<file path="src/rtl/port_arbiter_pkg.sv">
// Shared constants for the port arbiter: word width, FSM encodings, halt address.
package port_arbiter_pkg;

    localparam int WORD_SIZE      = 8;
    localparam int CNT_W          = 4;
    localparam int PORT_HALT_ADDR = 0;

    typedef enum logic [1:0] {
        ST_IDLE  = 2'd0,
        ST_ISSUE = 2'd1,
        ST_WAIT  = 2'd2,
        ST_ACK   = 2'd3
    } arb_state_e;

endpackage

</file>
<file path="src/rtl/port_arb_rr.sv">
// Combinational 2-way round-robin picker: one-hot grant, pointer breaks ties.
module port_arb_rr
    import port_arbiter_pkg::*;
(
    input  logic [1:0] req,
    input  logic       ptr,
    output logic [1:0] gnt
);

    always_comb begin
        gnt = req;
        if (req == 2'b11) begin
            gnt = ptr ? 2'b10 : 2'b01;
        end
    end

endmodule

</file>
<file path="src/rtl/port_arbiter.sv">
// Two-requester arbiter serialising get/set transactions onto one port block.
// Latency: request to ack is 2 + LATENCY cycles, one transaction in flight.
// Backpressure: requesters hold req until ack; optional PORT_ARB_HALT_EN halts grants after a write to address 0.
module port_arbiter #(
    parameter int WORD_SIZE = port_arbiter_pkg::WORD_SIZE,
    parameter int LATENCY   = 2
) (
    input  logic                   clk,
    input  logic                   reset,
    input  logic [1:0]             req,
    input  logic [1:0]             we,
    input  logic [2*WORD_SIZE-1:0] addr,
    input  logic [2*WORD_SIZE-1:0] wdata,
    output logic [1:0]             ack,
    output logic [2*WORD_SIZE-1:0] rdata,
    output logic [WORD_SIZE-1:0]   portaddr,
    output logic [WORD_SIZE-1:0]   portval,
    output logic                   portget,
    output logic                   portset,
    input  logic [WORD_SIZE-1:0]   portout,
    output logic                   busy,
    output logic                   halted
);
    import port_arbiter_pkg::*;

    arb_state_e             state_q, state_d;
    logic                   ptr_q, ptr_d;
    logic [CNT_W-1:0]       cnt_q, cnt_d;
    logic [1:0]             gnt_q, gnt_d, gnt_pick;
    logic                   we_q, we_d;
    logic [WORD_SIZE-1:0]   addr_q, addr_d;
    logic [WORD_SIZE-1:0]   wdata_q, wdata_d;
    logic [2*WORD_SIZE-1:0] rdata_q, rdata_d;
    logic                   halt_blk;
    logic                   sample;

    port_arb_rr u_rr (
        .req (req),
        .ptr (ptr_q),
        .gnt (gnt_pick)
    );

    always_comb begin
        state_d = state_q;
        ptr_d   = ptr_q;
        cnt_d   = cnt_q;
        gnt_d   = gnt_q;
        we_d    = we_q;
        addr_d  = addr_q;
        wdata_d = wdata_q;
        rdata_d = rdata_q;
        sample  = 1'b0;
        case (state_q)
            ST_IDLE: begin
                if ((req != 2'b00) && !halt_blk) begin
                    gnt_d   = gnt_pick;
                    we_d    = gnt_pick[1] ? we[1] : we[0];
                    addr_d  = gnt_pick[1] ? addr[2*WORD_SIZE-1:WORD_SIZE]
                                          : addr[WORD_SIZE-1:0];
                    wdata_d = gnt_pick[1] ? wdata[2*WORD_SIZE-1:WORD_SIZE]
                                          : wdata[WORD_SIZE-1:0];
                    state_d = ST_ISSUE;
                end
            end
            ST_ISSUE: begin
                // With no port latency the read data is already valid alongside the strobe.
                if (LATENCY == 0) begin
                    sample  = !we_q;
                    state_d = ST_ACK;
                end else begin
                    cnt_d   = CNT_W'(LATENCY);
                    state_d = ST_WAIT;
                end
            end
            ST_WAIT: begin
                cnt_d = cnt_q - CNT_W'(1);
                if (cnt_q == CNT_W'(1)) begin
                    sample  = !we_q;
                    state_d = ST_ACK;
                end
            end
            ST_ACK: begin
                ptr_d   = ~ptr_q;
                state_d = ST_IDLE;
            end
            default: state_d = ST_IDLE;
        endcase
        if (sample) begin
            if (gnt_q[1]) begin
                rdata_d[2*WORD_SIZE-1:WORD_SIZE] = portout;
            end else begin
                rdata_d[WORD_SIZE-1:0] = portout;
            end
        end
    end

    always_ff @(posedge clk or posedge reset) begin
        if (reset) begin
            state_q <= ST_IDLE;
            ptr_q   <= 1'b0;
            cnt_q   <= '0;
            gnt_q   <= '0;
            we_q    <= 1'b0;
            addr_q  <= '0;
            wdata_q <= '0;
            rdata_q <= '0;
        end else begin
            state_q <= state_d;
            ptr_q   <= ptr_d;
            cnt_q   <= cnt_d;
            gnt_q   <= gnt_d;
            we_q    <= we_d;
            addr_q  <= addr_d;
            wdata_q <= wdata_d;
            rdata_q <= rdata_d;
        end
    end

`ifdef PORT_ARB_HALT_EN
    logic halted_q, halted_d;

    always_comb begin
        halted_d = halted_q;
        if ((state_q == ST_ACK) && we_q && (addr_q == WORD_SIZE'(PORT_HALT_ADDR))) begin
            halted_d = 1'b1;
        end
    end

    always_ff @(posedge clk or posedge reset) begin
        if (reset) begin
            halted_q <= 1'b0;
        end else begin
            halted_q <= halted_d;
        end
    end

    assign halt_blk = halted_q;
`else
    assign halt_blk = 1'b0;
`endif

    assign halted   = halt_blk;
    assign busy     = (state_q != ST_IDLE);
    assign portget  = (state_q == ST_ISSUE) && !we_q;
    assign portset  = (state_q == ST_ISSUE) && we_q;
    assign portaddr = busy ? addr_q : '0;
    assign portval  = busy ? wdata_q : '0;
    assign ack      = (state_q == ST_ACK) ? gnt_q : 2'b00;
    assign rdata    = rdata_q;

endmodule
</file>
<file path="config.mk">
export PLATFORM = sky130hd
export DESIGN_NAME = port_arbiter
export DESIGN_NICKNAME = d
export VERILOG_FILES = /design/src/rtl/port_arbiter_pkg.sv /design/src/rtl/port_arb_rr.sv /design/src/rtl/port_arbiter.sv
export SDC_FILE = /design/constraint.sdc
export NUM_CORES = 1
export LEC_CHECK = 0
export ABC_AREA = 1
export BUFFER_PORTS_ARGS = -buffer_cell sky130_fd_sc_hd__buf_2
export CAP_MARGIN = 20
export CORE_ASPECT_RATIO = 0.6
export CORE_MARGIN = 4
export CORE_UTILIZATION = 45
export CTS_CLUSTER_DIAMETER = 60
export DETAILED_ROUTE_END_ITERATION = 16
export HOLD_SLACK_MARGIN = 0.12
export PLACE_DENSITY = 0.72
export SYNTH_ARGS = -nofsm -noshare
export SYNTH_HDL_FRONTEND = slang
export SYNTH_SLANG_ARGS = --single-unit
</file>
<file path="constraint.sdc">
create_clock -name clk -period 1.97 [get_ports clk]
set_clock_uncertainty 0.2 [all_clocks]
set_input_delay 0 -clock clk [delete_from_list [all_inputs] [get_ports clk]]
set_output_delay 0 -clock clk [all_outputs]
set_load 0.05 [all_outputs]
</file>
### Word level (Yosys, flattened, before mapping)

Cells that the tools add are included.

* flip-flop bits (word level): 42
* bits of input ports: 46

* add/sub/neg operators: 1
* equal/unequal tests: 7
* mux-type cells: 14
* bitwise logic cells: 2
* reductions and logical operators: 11

Operator list (number)
* 8-bit two-way mux: 4
* 2-bit two-way mux: 5
* 2-bit case mux with 4 select lines: 1
* 4-bit case mux with 2 select lines: 1
* 2-bit AND reduction: 4
* 2-bit equality test (second input constant): 3
* 2-bit nonzero test: 3
* 4-bit by 1-bit equality test with 1-bit output (second input constant): 1
* 2-bit inequality test (second input constant): 2
* 4-bit by 1-bit subtractor with 4-bit output (second input constant): 1
* 1-bit two-way mux: 3
* 2-bit by 1-bit equality test with 1-bit output (second input constant): 1
* 1-bit logical AND: 2
* 2-bit zero test: 1
* 1-bit NOT: 2
* 1-bit zero test: 1

### Longest topological paths before layout

* depth in word-level cells: 4
* gate-level depth with buffers: 7
* gate-level depth less buffers: 7

### Cells and area by module

From an unflattened synthesis, not the netlist that was laid out.

* cell total of the unflattened synthesis: 290
* area total of the unflattened synthesis: 2239.6 µm²

By module, submodules not included
* port_arbiter: times used 1, cells an instance 285, area an instance 2218.4 µm², sequential area each 1051.0 µm²
* port_arb_rr: times used 1, cells an instance 5, area an instance 21.3 µm², sequential area each 0.0 µm²

### Least setup slack after synthesis

No wires, ideal clock.

* path kind: register to output
* from: register state_q[0]
* to: output portaddr[4]
* data arrival time: 1678 ps
* required time: 1770 ps
* slack: 92 ps
* stages on the path, launching flop included: 6
* cell sequence: dfrtp_1 inv_1 ha_1 buf_2 buf_1 nor2_1

* word-level cells in the longest chain between the ends: 2

RTL lines
* from (decl): RTL line port_arbiter.sv:26 `arb_state_e state_q, state_d;`
* from (signal assigned): RTL line port_arbiter.sv:108 `state_q <= state_d;`
* 2-bit nonzero test: RTL line port_arbiter.sv:143 `assign busy = (state_q != ST_IDLE);`
* 8-bit two-way mux: RTL line port_arbiter.sv:146 `assign portaddr = busy ? addr_q : '0;`
* to (decl): RTL line port_arbiter.sv:16 `output logic [WORD_SIZE-1:0] portaddr,`

Every way passes these cells.

### Final worst setup path

* from: register state_q[0]
* to: output portaddr[7]

Same word-level chain as after synthesis.

==> summary.md <==
| Metric | Value |
|---|---|
| Overflow left after global routing | `0` |
| Post-Syn Area | `2491 um^2` |
| Fin Setup TNS | `0 ns` |
| Critical Path Sink Type | `primary output` |
| Area Overhead vs Synth | `39.73%` |
| Largest net degree at the start of global routing | `29` |
| Slew margin rel. | `between 60 and 70%` |
| Flop and latch count out of synthesis | `42` |
| Crit path time final | `1.868 ns` |
| Fmax | `535.3 MHz` |
| Arr. time, crit path | `~1.7 ns` |
| H-tree depth | `2` |
| Share of layout cells above drive strength 1 | `between 30 and 40%` |
| Die H | `approximately 66 um` |
| EDFF count, synth | `0` |
| Cts bufs inserted | `5` |
| Min-delay worst type | `input pin to asynchronous set/reset pin` |
| Worst-margin pin slew | `~0.6 ns` |
| GRT Resource Usage Total | `between 20% and 30%` |
| Clock sink count | `42` |
| Clock Tree Buf Depth | `2` |
| Ys async rst share | `100.0%` |
| MaxCap Viol Count | `0` |
| Iteration-0 DRC Markers | `around 170` |
| Pwr per Cell Area | `about 1600 nW/um^2` |
| # IOs | `84` |
| Mapped Avg Cell Area | `between 7 and 8 um^2` |
| Leakage | `between 0.0015 and 0.002 uW` |
| Syn Nets | `372` |
| Clock latency at the later pin of the worst-skew pair | `0.29 ns` |
| Post-CTS Setup Repair Bufs | `0` |
| Worst-path clk slew | `0.08 ns` |
| Drt drc | `0` |
| CTS tree | `done` |
| Crit-path max FO | `14` |
| Unrepaired setup endpoints after global routing | `no` |
| HPWL Detailed | `4461 um` |
| First-pass GRT wire length | `around 12000 um` |
| Vias | `around 2400` |
| Initial antenna violation count | `0` |
| Post-DRT Antenna Nets | `0` |
| Synth cell types | `30` |
| Setup violators final | `0` |
| Tcrit/Tclk final | `~95%` |
| Register Area | `approximately 1100 um^2` |
| Total Wirelength | `between 6000 and 7000 um` |
| Core footprint | `about 5200 um^2` |
| Crit path kind | `flop to primary output` |
| Die extent in x | `about 100 um` |
| Post-Route Utilization | `approximately two thirds` |
| Final Net Count | `500` |
| Ys flop type | `dfrtp_1` |
| Max-slew violation count | `0` |
| Multi-input gate area | `1076 um^2` |
| 1st-pass router iterations | `4` |
| Port bufs | `82` |
| Share of the yosys chip area belonging to registers | `a little over two fifths` |
| Peak supply drop | `between 0.9 and 1 mV` |
| Clock Tree Root | `clkbuf_8` |
| Worst path required time | `1.77 ns` |
| Core Rows | `20` |
| FILL cells | `459` |
| Syn. warnings | `0` |
| Avg WL per Cell | `12.90 um` |
| Vias per cell | `roughly 4.7` |
| Crit start category | `flop` |
| Initial Utilization | `about 48%` |
| Final hold viol count | `0` |
| Vias in the first global route | `approximately 2400` |
| Die Area | `between 6000 and 7000 um^2` |
| Antenna cells | `0` |
| Synth Instances | `between 300 and 400` |
| GPL Wtd Cong | `roughly 0.8` |
| Outcome | `finished clean` |
-- flip-flops by register name, indices dropped and copies added, names as in the netlist --
| name | cells |
|---|---|
| cnt_q | 4 |
| we_q | 1 |
| addr_q | 8 |
| rdata | 16 |
| gnt_q | 2 |
| wdata_q | 8 |
| state_q | 2 |
| ptr_q | 1 |
-- final timing paths --
check                                 from           to  slack, ns  depth (start not counted)
worst min-delay path                 reset     rdata[7]       0.11                          3
worst max-delay path            state_q[0]  portaddr[7]       0.10                          5
max in group asynchronous            reset   wdata_q[1]       0.82                          4
min in group clk                  rdata[9]     rdata[9]       0.27                          2
worst min register to register    rdata[9]     rdata[9]       0.27                          2
worst max register to register  state_q[0]    addr_q[1]       0.23                          6
-- area by class of cell --
class / instances / share of cell area, %
Multi-Input combinational cell: 200 / 30.91
Tap cell: 66 / 2.372
Timing Repair Buffer: 133 / 26.24
Clock buffer: 6 / 2.085
Clock inverter: 2 / 1.078
Sequential cell: 42 / 30.19
Inverter: 66 / 7.117
-- where the power goes --
group | leakage, uW | switching, uW | total [uW] | internal, uW
combinational | 0.00143 | 2560 | 3470 | 909
clock | 0.0000514 | 299 | 677 | 378
sequential | 0.000465 | 258 | 1520 | 1270
total | 0.00195 | 3120 | 5670 | 2550
-- cell usage after synthesis (2+ instances only) --
library cell	n	share of area [%]
nand2_2	18	4.5
nand2_4	3	1.4
nand2_1	81	12
inv_2	4	0.60
nand4_1	16	4.0
dfrtp_1	42	42
nand4_2	2	1.0
buf_6	4	1.8
buf_2	2	0.40
ha_1	6	3.0
inv_1	61	9.2
a21oi_1	2	0.40
nor2_1	23	3.5
nand3_1	28	5.6
buf_4	3	0.90
o21ai_0	2	0.40
nand3_2	10	4.0
-- cell families after synthesis --
family,share of synthesized area [%]
other,0.1505
buffers and inverters,14.62
adder cells (fa/ha/maj),3.013
AO/OA/AOI/OAI,1.959
AND/OR/NAND/NOR,37.72
XOR/XNOR,0.3516
flip-flops,42.19
-- per-layer routing --
layer	share of wire [%]	GRT usage (%)
met1	48	27.54
met2	46	34.87
met3	5.6	5.299
met4	0.72	4.975
met5	0	0
-- repair_timing --
item / 4_1_cts / 5_1_grt
hold buffers: 45 / 0
endpoints found under the hold margin: 79 / 0
resized for setup: 0 / 4
endpoints found under the setup margin: 0 / 3
-- layout by cell type, fill, tap and decap left out, drive strengths merged --
| cell type | n |
|---|---|
| conb | 1 |
| nand3 | 38 |
| inv | 65 |
| xor2 | 1 |
| dfrtp | 42 |
| dlygate4sd3 | 45 |
| a21boi | 1 |
| a21oi | 2 |
| nand4 | 18 |
| bufinv | 1 |
| o21ai | 3 |
| clkinv | 1 |
| nand2 | 103 |
| clkbuf | 8 |
| nor2 | 25 |
| clkinvlp | 1 |
| a31oi | 1 |
| buf | 86 |
| o22ai | 1 |
| ha | 6 |
-- worst max-delay path, stage by stage (launching register included) --
cell and delay (ns):
dfrtp_1 0.40, inv_1 0.08, ha_1 0.28, buf_4 0.23
nor2_1 0.11, buf_2 0.27
-- through the flow --
step           hold slack (ns)  cells  setup WS [ns]  power [uW]  area, um^2
6_report                0.1113    515         0.1018        5673        3481
5_1_grt                 0.1548    515       0.001340        6054        3481
4_1_cts                 0.1210    515        0.06180        5668        3473
3_5_place_dp           -0.1046    462         0.2124        4905        2913
3_3_place_gp           -0.1017    462         0.2979        4831        2913
2_1_floorplan         -0.05141    320        0.09244        4209        2491
Power figures use the tool's default switching activity.
